===== src/rtl/bin2bcd_seq.sv =====
// rtl/bin2bcd_seq.sv - sequential shift-and-add-3 binary-to-BCD converter with saturation
// Optional leading-zero blanking mask built only when BIN2BCD_LZB_EN is defined.
module bin2bcd_seq #(
  parameter int BIN_W  = 14,
  parameter int DIGITS = 4
) (
  input  logic                clk,
  input  logic                rst,
  input  logic                start,
  input  logic [BIN_W-1:0]    bin,
  output logic                busy,
  output logic                done,
  output logic [4*DIGITS-1:0] bcd,
  output logic                ovf,
  output logic [DIGITS-1:0]   blank
);

  localparam int BCD_W  = 4 * DIGITS;
  localparam int WORK_W = BCD_W + 1;
  localparam int CNT_W  = (BIN_W > 1) ? $clog2(BIN_W) : 1;

  function automatic int unsigned pow10(input int n);
    int unsigned r;
    r = 1;
    for (int i = 0; i < n; i++) r = r * 10;
    return r;
  endfunction

  localparam int unsigned BCD_MAX = pow10(DIGITS) - 1;

  typedef enum logic {IDLE, SHIFT} state_t;

  state_t              state, state_next;
  logic [WORK_W-1:0]   work, work_next;
  logic [BCD_W-1:0]    work_adj;
  logic [BIN_W-1:0]    bin_sr;
  logic [CNT_W-1:0]    cnt;
  logic                ovf_pend;
  logic                accept, finish, last, sat;
  logic [BCD_W-1:0]    result;

  assign last = (cnt == CNT_W'(BIN_W - 1));
  assign busy = (state == SHIFT);

  // Add-3 on every nibble in parallel, then shift one input bit in.
  // The top bit is sticky so a carry out of the last digit can never be lost.
  always_comb begin
    work_adj = work[BCD_W-1:0];
    for (int i = 0; i < DIGITS; i++) begin
      if (work[4*i +: 4] >= 4'd5) work_adj[4*i +: 4] = work[4*i +: 4] + 4'd3;
    end
    work_next = {work_adj, bin_sr[BIN_W-1]};
    work_next[WORK_W-1] = work_next[WORK_W-1] | work[WORK_W-1];
    sat    = ovf_pend | work_next[WORK_W-1];
    result = sat ? {DIGITS{4'h9}} : work_next[BCD_W-1:0];
  end

  always_ff @(posedge clk or posedge rst) begin
    if (rst) state <= IDLE;
    else     state <= state_next;
  end

  always_comb begin
    state_next = state;
    accept     = 1'b0;
    finish     = 1'b0;
    case (state)
      IDLE: begin
        if (start) begin
          accept     = 1'b1;
          state_next = SHIFT;
        end
      end
      SHIFT: begin
        if (last) begin
          finish     = 1'b1;
          state_next = IDLE;
        end
      end
      default: state_next = IDLE;
    endcase
  end

  always_ff @(posedge clk or posedge rst) begin
    if (rst) begin
      work     <= '0;
      bin_sr   <= '0;
      cnt      <= '0;
      ovf_pend <= 1'b0;
      bcd      <= '0;
      ovf      <= 1'b0;
      done     <= 1'b0;
    end else begin
      done <= finish;
      if (accept) begin
        bin_sr   <= bin;
        work     <= '0;
        cnt      <= '0;
        ovf_pend <= (32'(bin) > BCD_MAX);
      end else if (state == SHIFT) begin
        work   <= work_next;
        bin_sr <= {bin_sr[BIN_W-2:0], 1'b0};
        cnt    <= cnt + CNT_W'(1);
      end
      if (finish) begin
        bcd <= result;
        ovf <= sat;
      end
    end
  end

`ifdef BIN2BCD_LZB_EN
  logic [DIGITS-1:0] blank_next, blank_q;
  logic              zero_run;

  // The rightmost digit always shows, so the run stops at digit index 1.
  always_comb begin
    blank_next = '0;
    zero_run   = 1'b1;
    for (int i = DIGITS - 1; i >= 1; i--) begin
      zero_run      = zero_run & (result[4*i +: 4] == 4'd0);
      blank_next[i] = zero_run;
    end
  end

  always_ff @(posedge clk or posedge rst) begin
    if (rst)         blank_q <= {{(DIGITS-1){1'b1}}, 1'b0};
    else if (finish) blank_q <= blank_next;
  end

  assign blank = blank_q;
`else
  assign blank = '0;
`endif

endmodule


===== config.mk =====
export PLATFORM = sky130hd
export DESIGN_NAME = bin2bcd_seq
export DESIGN_NICKNAME = d
export VERILOG_FILES = /design/src/rtl/bin2bcd_seq.sv
export SDC_FILE = /design/constraint.sdc
export NUM_CORES = 1
export LEC_CHECK = 0
export CORE_AREA = 2 2 82 84
export CTS_CLUSTER_SIZE = 40
export DETAILED_ROUTE_END_ITERATION = 7
export DIE_AREA = 0 0 84 86
export PLACE_DENSITY_LB_ADDON = 0.2
export SYNTH_ARGS = -nofsm -noshare
export SYNTH_HDL_FRONTEND = slang
export SYNTH_SLANG_ARGS = --single-unit

===== constraint.sdc =====
create_clock -name clk -period 1.76 [get_ports clk]
set_clock_uncertainty 0.15 [all_clocks]
set_input_delay 0.352 -clock clk [delete_from_list [all_inputs] [get_ports clk]]
set_output_delay 0.352 -clock clk [all_outputs]
set_load 0.02 [all_outputs]

# Word-level counts from Yosys, hierarchy flattened
# Index checks and enable logic that the tools add are counted.
[op_classes]
add_sub_neg = 5
magnitude_cmp = 5
n_eq_ne = 1
mux = 17
bitwise = 3
n_reduce_logical = 1
[op_table]
columns = ["cell", "n"]
rows = [
  ["$mux W17", 2],
  ["$mux W14", 2],
  ["$mux W4", 6],
  ["$add A4 B2 Y4 const B", 4],
  ["$ge A4 B3 Y1 const B", 4],
  ["$mux W16", 1],
  ["$gt A14 B14 Y1 const B", 1],
  ["$mux W1", 5],
  ["$add A4 B1 Y4 const B", 1],
  ["$eq A4 B4 Y1 const B", 1],
  ["$or A1 B1 Y1", 2],
  ["$pmux W1 S2", 1],
  ["$reduce_bool A2 Y1", 1],
  ["$not A1 Y1", 1],
]
[totals]
reg_bits = 55
elab_cells = 40

# Longest topological paths before layout
[depth]
word_depth = 5
depth_mapped = 7
mapped_depth_nobuf = 6

# Worst setup path after synthesis
# Ideal clock, no wire load.
[synth_path]
path_type = "flip-flop to flip-flop"
start = "reg work[13]"
end = "reg bcd[14]"
setup_time_ns = 0.095
arrival_ns = 1.521
required_time_ns = 1.515
path_slack_ns = -0.007
stages_incl_launch_ff = 7
n_path_buf = 0
cell_sequence = "dfrtp_1 inv_1 ha_1 nand2b_1 a21oi_2 mux2_4 o31ai_1"
[synth_between]
elab_chain_cells = 5
[synth_lines]
columns = ["item", "line_no", "source"]
rows = [
  ["from (decl)", "34", "logic [WORK_W-1:0] work, work_next;"],
  ["from (signal assigned)", "101", "work <= work_next;"],
  ["$add A4 B2 Y4 or $ge A4 B3 Y1 (tied branches)", "50", "if (work[4*i +: 4] >= 4'd5) work_adj[4*i +: 4] = work[4*i +: 4] + 4'd3;"],
  ["$mux W4 (*)", "50", ""],
  ["$or A1 B1 Y1", "53", "work_next[WORK_W-1] = work_next[WORK_W-1] | work[WORK_W-1];"],
  ["$or A1 B1 Y1", "54", "sat = ovf_pend | work_next[WORK_W-1];"],
  ["$mux W16 (*)", "55", "result = sat ? {DIGITS{4'h9}} : work_next[BCD_W-1:0];"],
  ["to (signal assigned)", "106", "bcd <= result;"],
  ["to (decl)", "13", "output logic [4*DIGITS-1:0] bcd,"],
]
# Every way passes the cells marked *; elsewhere a longest branch is shown, timed or not.
# A chain may end at the register's enable or synchronous reset.

# Worst setup path in the final report
[layout_path]
start = "reg work[4]"
end = "reg bcd[6]"
[layout_between]
elab_chain_cells = 3
[layout_lines]
columns = ["item", "line_no"]
rows = [
  ["$add A4 B2 Y4 or $ge A4 B3 Y1 (tied branches)", "50"],
  ["$mux W4 (*)", "50"],
  ["$mux W16 (*)", "55"],
]
# Marked as above.

==> reports/qor.yml <==
power_and_ir_drop:
  powerDensity_nw_per_um2: 1750
  p_leak_nw: 1.75
  ir_worst_vdd_mv: 0.786
floorplanning:
  start_util: 0.444
  std_cell_rows: 29
  core_um2: 6280
  die-area_um2: 7220
  dieWidth_um: 84
  die_h_um: 86
  io_pins: 40
route:
  drt_pass1_iterations: 4
  wl_um: 5640
  dr.first_iter.drc_count: 55
  vias: 2086
  drc_errors: 0
  highest_layer: "met4"
  dr_wl_met3_um: 208
  avgRoutedWirePerCell_um: 13.9
  wirelength_met1_um: 2760
  met2WireLength_um: 2620
  vias_per_cell: 5.15
  detail-route-antenna-nets: 0
worst_setup_path:
  worstSetupPathType: "flip-flop to flip-flop"
  cp_max_fo: 4
  path_cells: "inv_1 > ha_1 > nand2b_4 > a21oi_2 > mux2_4 > o31ai_2"
  startpoint_type: "flip-flop"
  cpMaxStageDelayCell: "dfrtp_1"
  cp-end-kind: "flip-flop"
  worstPathArrival_ns: 1.78
  timing.critical_path.required_ns: 1.83
  max_stage_delay_ns: 0.43
placement:
  io_buffers: 35
  placed_cells_incl_taps: 395
  gp_congestion: 0.775
  dpl.hpwl_um: 3980
sta:
  hold_violations: 0
  fin_crit_sh: 0.970
  period_minus_slack_ns: 1.71
  hold_slack_ns: 0.223
  finalMaxSlewViolations: 0
  rsz0062_at_grt: "yes"
  fmax_ghz: 0.586
  setup_viol: 0
synth:
  syn_avg_cell_area_um2: 10.5
  synthesis.area_um2: 2790
  synth-simple-area-share: 0.139
  synth_top_area_frac: 0.493
  synthArstFlopShare: 1.00
  synth-compound-area-share: 0.130
  synth_edf_count: 0
  yosysMostFrequentCell: "dfrtp_1"
  synth_top_family_by_area: "simple AND/OR/NAND/NOR gates"
  synth_xor_area_frac: 0.0157
  muxShareOfSynthArea: 0.126
  synth-main-ff-cell: "dfrtp_1"
  yosys-top-cells-count: "55 x dfrtp_1, 29 x mux2i_1, 26 x nand2_1"
  synthDistinctLibCells: 35
  yosysSeqAreaShare: 0.493
  synth_area_leaders: "dfrtp_1 49%, mux2i_1 10%, ha_1 4.5%, nand2b_1 4.3%, nand2_1 3.5%"
  synth-adder-area-share: 0.0449
  syn_inst: 266
  synth_top_cell_by_area: "dfrtp_1"
  ys_seq_elements: 55
  ys.warnings.count: 0
global_routing:
  grt_pass1_vias: 2014
  grt_antenna_before_repair: 0
  grt_first_pass_wirelength_um: 9600
  grt_use_total: 0.165
  grt_max_degree: 42
  overflow: 0
layout:
  area_growth_pct: 30.4
  final_nets: 355
  antennaDiodeCount: 0
  final_layout_size_suffix_gt1_frac: 0.204
  final_core_util: 0.579
  fill_cells: 565
  finalNonFillerCells: 405
status:
  status: "finished, final reports clean"
clock_tree:
  clk-insertion-delay-late_ns: 0.30
  clock-sinks: 55
  path_clk_slew_ns: 0.10
  cts_tree: "yes"
  cts_max_level: 2
  clock-root-buffer: "clkbuf_8"
  numCtsBuffers: 5
  clockBufferDepth: 2
min_path:
  hold_class: "input pin to async pin"
flow_run:
  cap_violations: 0
sequential cells by signal, indices dropped and copies added (netlist names):
| name | count |
|---|---|
| bcd | 16 |
| bin_sr | 14 |
| busy | 1 |
| cnt | 4 |
| done | 1 |
| ovf | 1 |
| ovf_pend | 1 |
| work | 17 |
report_power, final:
part	internal, mW	leakage [nW]	switching, mW	total (mW)
Sequential	1.80	0.686	0.419	2.22
Clock	0.416	0.0502	0.396	0.813
Combinational	1.68	1.02	1.66	3.34
Total	3.90	1.75	2.47	6.37
cell usage in the layout, fill, tap and decap left out, types with 9 or more instances in the layout:
master and instances:
buf_4 31, clkdlybuf4s50_1 16, dfrtp_1 54, dlygate4sd2_1 18, inv_1 9, mux2i_1 29
nand2_1 26, nand2b_1 16, nor2_1 13, o21ai_0 19
stage by stage:
step / power, mW / setup WS, ns / instance area (µm²) / setup TNS (ns)
6_report: 6.37 / 0.0523 / 3640 / 0
3_5_place_dp: 5.40 / -0.0115 / 3440 / -0.0213
4_1_cts: 6.17 / 0.00446 / 3550 / 0
2_1_floorplan: 4.12 / 0.00809 / 2800 / 0
3_3_place_gp: 5.32 / -0.00637 / 3440 / -0.00637
5_1_grt: 6.89 / -0.0494 / 3640 / -0.115
area by class of cell:
class | instances | area [µm²] | share of cell area
timing repair buffer | 70 | 643 | 0.177
clock inverter | 2 | 37.5 | 0.0103
tap | 77 | 96.3 | 0.0265
clock buffer | 5 | 68.8 | 0.0189
sequential | 55 | 1380 | 0.379
inverter | 11 | 45.0 | 0.0124
multi-input combinational | 185 | 1370 | 0.376
worst max-delay path, delay by kind of cell, from the launching register on:
kind	cells	cell delay, ns
flops	1	0.43
buf+inv	1	0.09
fa+ha+maj	1	0.22
mux	1	0.33
compound gates	2	0.34
simple gates	1	0.07
timing repair:
item | in CTS | in global routing
setup buffers | 0 | 3
gates resized for setup | 23 | 14
hold buffers | 0 | 0
pin swaps | 0 | 4
setup endpoints to repair | 26 | 24
cell families (layout without fill, tap and decap cells):
| group | after synthesis | in the layout |
|---|---|---|
| compound gates | 56 | 56 |
| xor+xnor | 5 | 5 |
| flops | 55 | 55 |
| buf+inv | 29 | 88 |
| other cells | 1 | 4 |
| fa+ha+maj | 10 | 10 |
| mux | 34 | 34 |
| simple gates | 76 | 76 |
metal layers:
metal | vias up | GRT usage
li1 | 1024 | -
met1 | 1008 | 0.235
met2 | 49 | 0.260
met3 | 5 | 0.0318
met4 | 0 | 0.0440
met5 | - | 0
path summary, 6_finish.rpt:
path	cells past startpoint	start	endpoint	slack [ns]
max	6	work[4]	bcd[6]	0.05
min	2	rst	cnt[3]	0.22
max reg2reg	6	work[4]	bcd[6]	0.05
min reg2reg	2	bcd[9]	bcd[9]	0.33
max in group asynchronous	3	rst	bin_sr[6]	0.80
min in group clk	2	bcd[9]	bcd[9]	0.33
Power figures use the tool's default switching activity.
